===== config.mk =====
export PLATFORM = sky130hd
export DESIGN_NAME = rf_write_arbiter
export DESIGN_NICKNAME = d
export VERILOG_FILES = /design/src/rtl/rf_write_arbiter.sv
export SDC_FILE = /design/constraint.sdc
export NUM_CORES = 1
export LEC_CHECK = 0
export CAP_MARGIN = 20
export CORE_ASPECT_RATIO = 0.9
export CORE_MARGIN = 5
export CORE_UTILIZATION = 45
export CTS_CLUSTER_SIZE = 25
export DETAILED_ROUTE_END_ITERATION = 8
export GPL_ROUTABILITY_DRIVEN = 1
export PLACE_DENSITY = 0.84
export RECOVER_POWER = 100
export SYNTH_ARGS = -nofsm -noshare
export SYNTH_HDL_FRONTEND = slang
export SYNTH_SLANG_ARGS = --single-unit

===== constraint.sdc =====
create_clock -name clk -period 2.71 [get_ports clk]
set_clock_uncertainty 0.15 [all_clocks]
set_input_delay 0.4065 -clock clk [delete_from_list [all_inputs] [get_ports clk]]
set_output_delay 0.4065 -clock clk [all_outputs]
set_load 0.02 [all_outputs]

===== src/rtl/rf_write_arbiter.sv =====
// rtl/rf_write_arbiter.sv - round-robin arbiter sharing the reg_file write port between two writeback requesters
module rf_write_arbiter #(
  parameter int ADDR_W = 4,
  parameter int DATA_W = 8,
  parameter int CNT_W  = 8
) (
  input  logic              clk,
  input  logic              rst,
  input  logic              req0_valid,
  input  logic [ADDR_W-1:0] req0_addr,
  input  logic [DATA_W-1:0] req0_data,
  output logic              req0_ready,
  input  logic              req1_valid,
  input  logic [ADDR_W-1:0] req1_addr,
  input  logic [DATA_W-1:0] req1_data,
  output logic              req1_ready,
  input  logic [ADDR_W-1:0] chk_a,
  input  logic [ADDR_W-1:0] chk_b,
  output logic              hazard_a,
  output logic              hazard_b,
  output logic [ADDR_W-1:0] rf_wa,
  output logic [DATA_W-1:0] rf_wd,
  output logic              rf_we,
  output logic [CNT_W-1:0]  grant0_cnt,
  output logic [CNT_W-1:0]  grant1_cnt
);

  typedef enum logic {
    PREF0 = 1'b0,
    PREF1 = 1'b1
  } pref_t;

  localparam logic [CNT_W-1:0] CNT_MAX = '1;

  pref_t state;
  pref_t state_nxt;

  // Priority state register; reset favours the ALU writeback path.
  always_ff @(posedge clk) begin
    if (rst) begin
      state <= PREF0;
    end else begin
      state <= state_nxt;
    end
  end

  // Grant decode and next priority: the winner hands the tie-break to the other side.
  always_comb begin
    req0_ready = 1'b0;
    req1_ready = 1'b0;
    state_nxt  = state;
    if (!rst) begin
      req0_ready = req0_valid && (!req1_valid || (state == PREF0));
      req1_ready = req1_valid && (!req0_valid || (state == PREF1));
    end
    if (req0_ready) begin
      state_nxt = PREF1;
    end else if (req1_ready) begin
      state_nxt = PREF0;
    end
  end

  // Stage the accepted write for one cycle; address/data hold when idle.
  always_ff @(posedge clk) begin
    if (rst) begin
      rf_we <= 1'b0;
      rf_wa <= '0;
      rf_wd <= '0;
    end else if (req0_ready) begin
      rf_we <= 1'b1;
      rf_wa <= req0_addr;
      rf_wd <= req0_data;
    end else if (req1_ready) begin
      rf_we <= 1'b1;
      rf_wa <= req1_addr;
      rf_wd <= req1_data;
    end else begin
      rf_we <= 1'b0;
    end
  end

  // Saturating per-requester transfer counters.
  always_ff @(posedge clk) begin
    if (rst) begin
      grant0_cnt <= '0;
      grant1_cnt <= '0;
    end else begin
      if (req0_ready && (grant0_cnt != CNT_MAX)) begin
        grant0_cnt <= grant0_cnt + CNT_W'(1);
      end
      if (req1_ready && (grant1_cnt != CNT_MAX)) begin
        grant1_cnt <= grant1_cnt + CNT_W'(1);
      end
    end
  end

  // A read of the staged register would see the stale value until the commit edge.
  assign hazard_a = rf_we && (rf_wa == chk_a);
  assign hazard_b = rf_we && (rf_wa == chk_b);

endmodule

==> out/summary.txt, run 1 <==
Status - completed
Synth Flop Type - dfxtp_1
Final std cell area, no fill - 2390 µm²
WP data required - 2150 ps
Final HPWL DP - 3210 µm
Final setup viols - 0
Starting density of the core - 47.3%
ANT nets after route - 0
Initial antenna violation count - 0
RSZ-0062 raised after global routing - no
Final Max Tran Viols - 0
Post-CTS setup buffers - 0
Final Cycle Share - 97.6%
Ranking of synthesized cells by area - dfxtp_1 (37%), a311oi_2 (11%), nand2_1 (7.9%), nor2_1 (4.7%), xor2_1 (3.3%)
Total power - 1.04 mW
Clk pin slew, worst setup/hold paths - 60 ps
Largest net degree at the start of global routing - 30
Worst-Skew Late Latency - 280 ps
Count of cell types in the netlist - 38
CP max FO - 5
Ys async rst share - 0%
Syn_nets - 224
Share of layout cells above drive strength 1 - 10.5%
Placed cells - 294
Worst slew pin tran - 1490 ps
Synth-to-layout area growth - 48.4%
Area fraction of the dominant cell type after synthesis - 37.3%
Sw Ratio - 25.6%
Synth Register Bits - 30
Placed Area - 2320 µm²
Post-cts hold buffer count - 0
GRT Total Usage - 18.1%
CP startpoint kind - primary input
Clock root cell - clkbuf_8
Max cap viols - 0
Kind of critical path - primary input to output pin
Vias per cell - 5.26
CP startpoint - req1_valid
Static Leak - 0.935 nW
CP Capture Type - output pin
Mapped Area - 1610 µm²
Ant. Diodes - 0
Clock power share - 34.5%
Iteration-0 DRC Markers - 102
Hold path start - rf_wd[4]
DR WL/cell - 14.1 µm
Placeable Area - 3400 µm²
Vias in the first global route - 1486
Die Area - 4870 µm²
Worst r2r src - state
IO buf count - 68
I/O pin total - 69
Mean post-synth cell area - 8.65 µm²
Max H-tree Level - 2
Cell taking the most area after synthesis - dfxtp_1
Sink Count - 30
Slew HR - 0.602%
Warnings from Yosys - 0
Die width - 73.0 µm
Routed wire length - 4250 µm
Power Internal - 775 µW
Gr ovfl total - 0
Inserted Clock Buffers - 5
Residual DRC - 0
Post-CTS sizing - 0
Gate Count Post-Synth - 186
Max Freq - 378 MHz
Post-synthesis sequential area ratio - 37.3%
Combinational group share of total power - 19.6%
Clock tree buffer depth - 2
First-pass GRT wire length - 6890 µm
Hold Fails Final Rpt - 0
Peak VDD IR - 319 µV
TritonCTS clock tree - built
Pre-antenna DRT Iters - 4
Final setup TNS - 0 ps
Die Y - 66.7 µm
Nets - 295
Fin cells - 302
Hold crit path type - flop to flop
Sw power - 267 µW
DR vias - 1588
Core Rows - 20
RePlAce Congestion - 0.860
Crit path DAT - 2090 ps
Post-synth EDFFs - 0
Power per cell area - 436 nW/µm²
Seq pwr share - 45.9%
Min Tclk post-route - 2640 ps
-- critical path: stages --
cell	delay [ps]
clkdlybuf4s50_1	430
and2_2	240
or2_0	230
inv_1	140
clkdlybuf4s50_1	630
-- worst paths after layout --
kind	endpoint	slack (ps)	cells after the start
max	req0_ready	70	5
min	rf_wd[4]	330	2
max reg2reg	grant0_cnt[0]	710	5
min reg2reg	rf_wd[4]	330	2
-- placed cells by master, fill, tap and decap left out, types with 2 or more instances in the layout --
cell type	synthesis	routed
a211oi_1	2	2
a21oi_1	8	8
a311oi_1	0	2
a311oi_2	12	10
a31oi_1	2	2
buf_4	0	3
clkbuf_1	1	2
clkbuf_8	0	6
clkdlybuf4s50_1	0	36
dfxtp_1	30	30
dlygate4sd3_1	0	32
ha_1	2	2
inv_1	4	4
mux2i_1	4	4
nand2_1	34	34
nand2b_1	7	7
nand3_1	5	5
nand4_1	2	2
nor2_1	20	20
nor2b_1	3	3
nor3_1	9	9
nor4_1	5	6
o21ai_0	3	3
or3_1	2	2
xnor2_1	2	2
xor2_1	6	6
-- per-stage QoR --
stage          hold slack, ps  util (%)  setup slack [ps]
2_1_floorplan             316         -               828
3_3_place_gp              343      68.2               115
3_5_place_dp              348      68.2              94.4
4_1_cts                   359      70.9              91.1
5_1_grt                   373      70.2              21.7
6_report                  332      70.2              66.0
-- area by class of cell --
cell class,count,area [µm²]
Fill cell,303,1010
Inverter,4,15.0
Clock buffer,7,86.3
Tap cell,44,55.1
Timing Repair Buffer,73,712
Clock inverter,1,5.00
Multi-Input combinational cell,143,915
Sequential cell,30,601
-- registers in the layout, indices dropped and copies added, names as in the netlist --
name        cells
rf_we           1
grant1_cnt      8
state           1
rf_wd           8
grant0_cnt      8
rf_wa           4
-- power by group through the flow --
stage / combinational [mW] / sequential, mW / clock [mW]
final: 0.205 / 0.479 / 0.359
after global routing: 0.221 / 0.482 / 0.386
after CTS: 0.218 / 0.479 / 0.370
after detailed placement: 0.217 / 0.488 / 0
after global placement: 0.214 / 0.489 / 0
after floorplan: 0.0873 / 0.509 / 0
-- metal layers --
metal / wire [µm] / GRT usage, % / part of all wire (%) / vias up
met1: 1810 / 22.6 / 43 / 729
met5: 0 / 0 / 0 / -
met2: 2060 / 28.8 / 49 / 45
met3: 235 / 3.62 / 5.5 / 12
li1: - / - / - / 802
met4: 136 / 10.1 / 3.2 / 0
-- Yosys cell counts (all sizes together), types with 2 or more instances --
library cell,number
or3,2
nor3,10
a31oi,2
nand2b,8
a21oi,8
xor2,6
nor2b,3
nor4,7
inv,4
nand2,34
o21ai,3
nand4,2
buf,8
nor2,20
xnor2,2
mux2i,4
a211oi,2
dfxtp,30
a311oi,12
nand3,5
ha,2
-- cell families (layout without fill, tap and decap cells) --
kind of cell / after synthesis / count (layout) / share of synthesized area [%]
mux: 5 / 5 / 3.19
flops: 30 / 30 / 37.3
simple gates: 99 / 99 / 31.6
xor+xnor: 8 / 8 / 4.35
compound gates: 29 / 29 / 17.3
buf+inv: 13 / 85 / 4.66
fa+ha+maj: 2 / 2 / 1.55
Note: power is estimated with default switching activity, not from simulation.
==> inputs of run 2 (changes only) <==
--- a/config.mk
+++ b/config.mk
@@ -8,11 +8,12 @@
 export CAP_MARGIN = 20
 export CORE_ASPECT_RATIO = 0.9
 export CORE_MARGIN = 5
-export CORE_UTILIZATION = 45
+export CORE_UTILIZATION = 55
 export CTS_CLUSTER_SIZE = 25
 export DETAILED_ROUTE_END_ITERATION = 8
+export DONT_BUFFER_PORTS = 1
 export GPL_ROUTABILITY_DRIVEN = 1
-export PLACE_DENSITY = 0.84
+export PLACE_DENSITY = 0.7
 export RECOVER_POWER = 100
 export SYNTH_ARGS = -nofsm -noshare
 export SYNTH_HDL_FRONTEND = slang
==> run 2 against run 1 <==
First-iteration DRC count is 2.9% lower. Sequential cell count stayed put. Register-to-register slack worse by 120 ps. Final cell count down 24%. Utilization decreased by 11 points. Fmax is 20% higher. Die area is 16% lower. Critical endpoint unchanged. Worst hold slack got worse by 230 ps. Count of clock-buffer cells in the layout did not move. Sequential power increased by 5.4%. Combinational power decreased by 57%. Sequential share of layout area is 12 points higher.
==> out/summary.txt, run 2 (synthesis results as in run 1) <==
CP max FO - 30 (was 5)
Worst-Skew Late Latency - 310 ps (was 280 ps)
Synth-to-layout area growth - 1.63% (was 48.4%)
GRT Total Usage - 19.3% (was 18.1%)
Max H-tree Level - 2 (unchanged)
Min Tclk post-route - 2200 ps (was 2640 ps)
Initial antenna violation count - 0 (unchanged)
Most common cell after layout, fill and taps aside - nand2_1 (was clkdlybuf4s50_1)
Worst-case reg-to-reg path depth - 5 (unchanged)
Starting density of the core - 58.1% (was 47.3%)
Sink Count - 30 (unchanged)
IO buf count - 0 (was 68)
Crit path DAT - 1640 ps (was 2090 ps)
Residual DRC - 0 (unchanged)
Peak VDD IR - 285 µV (was 319 µV)
WP data required - 2150 ps (about the same)
Seq pwr share - 60.8% (was 45.9%)
Core Rows - 18 (was 20)
Dpl ws - 734 ps (was 94.4 ps)
Status - completed (unchanged)
Placeable Area - 2770 µm² (was 3400 µm²)
Placed cells - 220 (was 294)
Largest net degree at the start of global routing - 31 (was 30)
Worst r2r src - grant1_cnt[0] (was state)
Power Internal - 596 µW (was 775 µW)
Slew HR - 33.8% (was 0.602%)
First-pass GRT wire length - 5950 µm (was 6890 µm)
RePlAce Congestion - 0.764 (was 0.860)
Max cap viols - 0 (unchanged)
Iteration-0 DRC Markers - 99 (was 102)
Gr ovfl total - 0 (unchanged)
Ant. Diodes - 0 (unchanged)
TritonCTS clock tree - built (unchanged)
Worst slew pin tran - 989 ps (was 1490 ps)
Die Area - 4110 µm² (was 4870 µm²)
Hold Fails Final Rpt - 0 (unchanged)
Inserted Clock Buffers - 5 (unchanged)
Sw power - 235 µW (was 267 µW)
Routed wire length - 3770 µm (was 4250 µm)
Die width - 67.0 µm (was 73.0 µm)
Clock tree buffer depth - 2 (unchanged)
DR WL/cell - 16.4 µm (was 14.1 µm)
Final worst setup slack - 514 ps (was 66.0 ps)
Power per cell area - 508 nW/µm² (was 436 nW/µm²)
Final HPWL DP - 2740 µm (was 3210 µm)
Hold WS - 105 ps (was 332 ps)
Final Max Tran Viols - 0 (unchanged)
Combinational group share of total power - 10.7% (was 19.6%)
Final setup viols - 0 (unchanged)
Sw Ratio - 28.3% (was 25.6%)
Flop2flop setup slack - 590 ps (was 710 ps)
Final Cycle Share - 81.0% (was 97.6%)
Fin cells - 229 (was 302)
Kind of critical path - flop to output pin (was primary input to output pin)
Filler Cells Inserted - 264 (was 303)
Most frequent cells in the layout - nand2_1 (34), dfxtp_1 (30), nor2_1 (20) (was clkdlybuf4s50_1 (36), nand2_1 (34), dlygate4sd3_1 (32))
Die Y - 61.3 µm (was 66.7 µm)
Final setup TNS - 0 ps (unchanged)
DR vias - 1356 (was 1588)
Max Freq - 455 MHz (was 378 MHz)
Hold path start - req1_data[4] (was rf_wd[4])
Vias per cell - 5.92 (was 5.26)
Top Registers - grant0_cnt (8), grant1_cnt (8), rf_wd (8) (unchanged)
Clock power share - 28.5% (was 34.5%)
I/O pin total - 69 (unchanged)
Share of layout cells above drive strength 1 - 8.99% (was 10.5%)
Clock root cell - clkbuf_4 (was clkbuf_8)
Nets - 227 (was 295)
CP startpoint kind - flop (was primary input)
Worst Hold End - rf_wd[4] (unchanged)
Worst reg2reg path endpoint - grant1_cnt[1] (was grant0_cnt[0])
RSZ-0062 raised after global routing - no (unchanged)
Vias in the first global route - 1311 (was 1486)
Clk pin slew, worst setup/hold paths - 90 ps (was 60 ps)
CP Capture Type - output pin (unchanged)
Static Leak - 0.556 nW (was 0.935 nW)
Post-CTS sizing - 0 (unchanged)
Hold depth - 2 (unchanged)
Pre-antenna DRT Iters - 4 (unchanged)
ANT nets after route - 0 (unchanged)
Hold crit path type - primary input to flop (was flop to flop)
run 2: changes by cell type in the layout (fill, tap and decap cells not counted), sizes merged:
cell / previous run / this run
clkdlybuf4s50: 36 / 0
dlygate4sd3: 32 / 2
buf: 3 / 1
clkinv: 1 / 0
run 2: area by class of cell:
cell class              instances  area [µm²]  share of cell area, %
flip-flops and latches         30         601                   36.7
well taps                      40        50.0                   3.06
multi-input cells             143         890                   54.4
repair buffers                  5        35.0                   2.14
clock buffers                   7        45.0                   2.75
inverters                       4        15.0                  0.918
run 2: stage by stage:
step | util (%) | cell area, µm² | power (mW)
2_1_floorplan | - | 1610 | 0.596
3_3_place_gp | 58.5 | 1620 | 0.598
3_5_place_dp | 58.5 | 1620 | 0.603
4_1_cts | 60.9 | 1690 | 0.851
5_1_grt | 59.0 | 1640 | 0.884
6_report | 59.0 | 1640 | 0.830
run 2: power by group through the flow:
stage / combinational, mW / clock [mW] / sequential [mW]
after CTS: 0.0971 / 0.249 / 0.505
after detailed placement: 0.0876 / 0 / 0.515
after floorplan: 0.0873 / 0 / 0.509
after global placement: 0.0833 / 0 / 0.515
after global routing: 0.100 / 0.275 / 0.508
final: 0.0888 / 0.237 / 0.505
run 2: repair_timing:
item / CTS / global route
hold endpoints to repair: 23 / 0
hold buffers: 2 / 0
setup buffers: 0 / 0
run 2: critical path: stages (launching register included):
cell and delay [ps]:
dfxtp_1 370, and2_0 270, or2_1 140, buf_4 300, inv_1 240
run 2: how the worst max path moves through the flow:
stage / start / slack [ps] / endpoint / depth (start not counted)
after floorplan: rf_wa[1] / 830 / hazard_a / 3
final: state / 510 / req0_ready / 4
after CTS: state / 550 / req0_ready / 4
after global routing: state / 360 / req0_ready / 4
after detailed placement: rst / 730 / rf_wd[2] / 5
after global placement: rst / 800 / rf_wd[0] / 5
run 2: per-layer routing:
metal | GRT usage [%] | part of all wire (%) | up-vias
met4 | 5.49 | 0.37 | 0
met5 | 0 | 0 | -
met2 | 30.8 | 49 | 57
li1 | - | - | 667
met1 | 22.9 | 40 | 628
met3 | 9.85 | 11 | 4
==> inputs of run 3 (changes only) <==
--- a/config.mk
+++ b/config.mk
@@ -13,7 +13,7 @@
 export DETAILED_ROUTE_END_ITERATION = 8
 export DONT_BUFFER_PORTS = 1
 export GPL_ROUTABILITY_DRIVEN = 1
-export PLACE_DENSITY = 0.7
+export PLACE_DENSITY = 0.73
 export RECOVER_POWER = 100
 export SYNTH_ARGS = -nofsm -noshare
 export SYNTH_HDL_FRONTEND = slang
==> constraint.sdc (replaced) <==
create_clock -name clk -period 1.8 [get_ports clk]
set_clock_uncertainty 0.15 [all_clocks]
set_input_delay 0.27 -clock clk [delete_from_list [all_inputs] [get_ports clk]]
set_output_delay 0.27 -clock clk [all_outputs]
set_load 0.02 [all_outputs]
==> run 3 against run 2 <==
Clock power grew to 3.0 times the previous value. Critical path type is now flop to flop. Sequential power increased by 47%. Worst hold slack lost 94 ps. Power is 110% higher. Combinational power grew to 3.0 times the previous value. Register-to-register slack got worse by 530 ps. Wire length grew 34%. Utilization up 23 points. Critical path depth rose by 1. Sequential share of layout area down 10 points. Largest cell class unchanged. Setup slack got worse by 450 ps.
==> out/summary.txt, run 3 (synthesis results as in run 1) <==
RePlAce Congestion - 0.880 (was 0.764)
Top Registers - grant0_cnt (8), grant1_cnt (8), rf_wd (8) (unchanged)
Largest net degree at the start of global routing - 29 (was 31)
Hold Fails Final Rpt - 0 (unchanged)
Status - completed (unchanged)
CP max FO - 3 (was 30)
First-pass GRT wire length - 7120 µm (was 5950 µm)
DR WL/cell - 17.9 µm (was 16.4 µm)
Starting density of the core - 58.1% (unchanged)
Power per cell area - 760 nW/µm² (was 508 nW/µm²)
Sink Count - 30 (unchanged)
Core Rows - 18 (unchanged)
Final Cycle Share - 96.6%
Pre-antenna DRT Iters - 4 (unchanged)
Util after Layout - 82.1% (was 59.0%)
Ant. Diodes - 0 (unchanged)
Static Leak - 0.863 nW (was 0.556 nW)
Inserted Clock Buffers - 5 (unchanged)
Gr ovfl total - 0 (unchanged)
WP data required - 1900 ps (was 2150 ps)
Placed cells - 245 (was 220)
Fin cells - 283 (was 229)
Kind of critical path - flop to flop (was flop to output pin)
Worst slew pin tran - 513 ps (was 989 ps)
I/O pin total - 69 (unchanged)
Vias per cell - 5.94 (was 5.92)
Max cap viols - 0 (unchanged)
Hold crit path type - primary input to flop (unchanged)
Max H-tree Level - 2 (unchanged)
Placeable Area - 2770 µm² (unchanged)
Min Tclk post-route - 1740 ps
TritonCTS clock tree - built (unchanged)
Routed wire length - 5060 µm (was 3770 µm)
Clk pin slew, worst setup/hold paths - 110 ps (was 90 ps)
Clock tree buffer depth - 2 (unchanged)
Most frequent cells in the layout - nand2_1 (34), buf_4 (32), dfxtp_1 (26) (was nand2_1 (34), dfxtp_1 (30), nor2_1 (20))
Worst-Skew Late Latency - 330 ps (was 310 ps)
Clock root cell - clkbuf_4 (unchanged)
Most common cell after layout, fill and taps aside - nand2_1 (unchanged)
Slew HR - 65.5% (was 33.8%)
Initial antenna violation count - 0 (unchanged)
Share of layout cells above drive strength 1 - 29.6% (was 8.99%)
CP Capture Type - flop (was output pin)
Max Freq - 575 MHz
Nets - 280 (was 227)
Final setup viols - 0 (unchanged)
Crit path DAT - 1840 ps (was 1640 ps)
IO buf count - 0 (unchanged)
Iteration-0 DRC Markers - 95 (was 99)
DR vias - 1681 (was 1356)
Synth-to-layout area growth - 41.3% (was 1.63%)
ANT nets after route - 0 (unchanged)
Vias in the first global route - 1557 (was 1311)
CP startpoint kind - flop (unchanged)
Peak VDD IR - 788 µV (was 285 µV)
Die width - 67.0 µm (unchanged)
Die Area - 4110 µm² (unchanged)
Final Max Tran Viols - 0 (unchanged)
Total power - 1.73 mW (was 830 µW)
Final HPWL DP - 3110 µm (was 2740 µm)
RSZ-0062 raised after global routing - yes (was no)
Die Y - 61.3 µm (unchanged)
GRT Total Usage - 22.9% (was 19.3%)
Residual DRC - 0 (unchanged)
## run 3: cell types whose count changed in the layout (fill, tap and decap cells not counted), moves of 3 or more
cell,delta
dfxtp_1,-4
a311oi_2,+5
dfxtp_2,+3
clkbuf_1,-4
buf_4,+31
dlygate4sd3_1,+22
a311oi_1,-5
## run 3: metal layers
layer | GRT usage (%) | wire length, µm | up-vias
li1 | - | - | 773
met1 | 24.2 | 1830 | 817
met2 | 42.9 | 2760 | 80
met3 | 7.85 | 418 | 11
met4 | 7.23 | 59 | 0
met5 | 0 | 0 | -
## run 3: report_power, final
part,switching [mW],internal [mW],total (mW)
sequential,0.0487,0.695,0.744
combinational,0.132,0.133,0.265
clock,0.249,0.470,0.720
total,0.430,1.30,1.73
## run 3: final cells by class
cell class	instances	area [µm²]
Sequential cell	30	608
Inverter	4	21.3
Clock inverter	2	60.1
Timing Repair Buffer	58	520
Tap cell	40	50.0
Fill cell	177	497
Multi-Input combinational cell	143	962
Clock buffer	6	51.3
## run 3: final timing paths
| kind | cells past startpoint | endpoint | startpoint | slack, ps |
|---|---|---|---|---|
| worst max-delay path | 5 | grant0_cnt[5] | grant0_cnt[1] | 60 |
| worst min-delay path | 2 | rf_wd[0] | req0_data[0] | 10 |
| worst max register to register | 5 | grant0_cnt[5] | grant0_cnt[1] | 60 |
| worst min register to register | 1 | grant0_cnt[3] | grant0_cnt[3] | 420 |
## run 3: timing repair
action	in CTS	in global routing
setup buffers	1	4
hold endpoints to repair	28	3
hold buffers	22	3
gates resized for setup	4	10
pin swaps	0	3
setup endpoints to repair	2	7
## run 3: metrics by stage
stage / TNS, ps / hold slack (ps) / worst slack [ps] / area, µm²
floorplan: 0 / 302 / 54.2 / 1610
global placement: 0 / 193 / 249 / 1820
detailed placement: 0 / 193 / 151 / 1820
CTS: 0 / 2.49 / 13.5 / 2180
global route: -91.2 / 0.952 / -68.4 / 2270
finish: 0 / 11.8 / 61.5 / 2270
## run 3: worst max-delay path, cell delays in order, from the launching register on
cell and delay (ps):
dfxtp_1 380, buf_4 170, nand3_1 150, nor4_1 490, nor2_1 80, a211oi_1 230
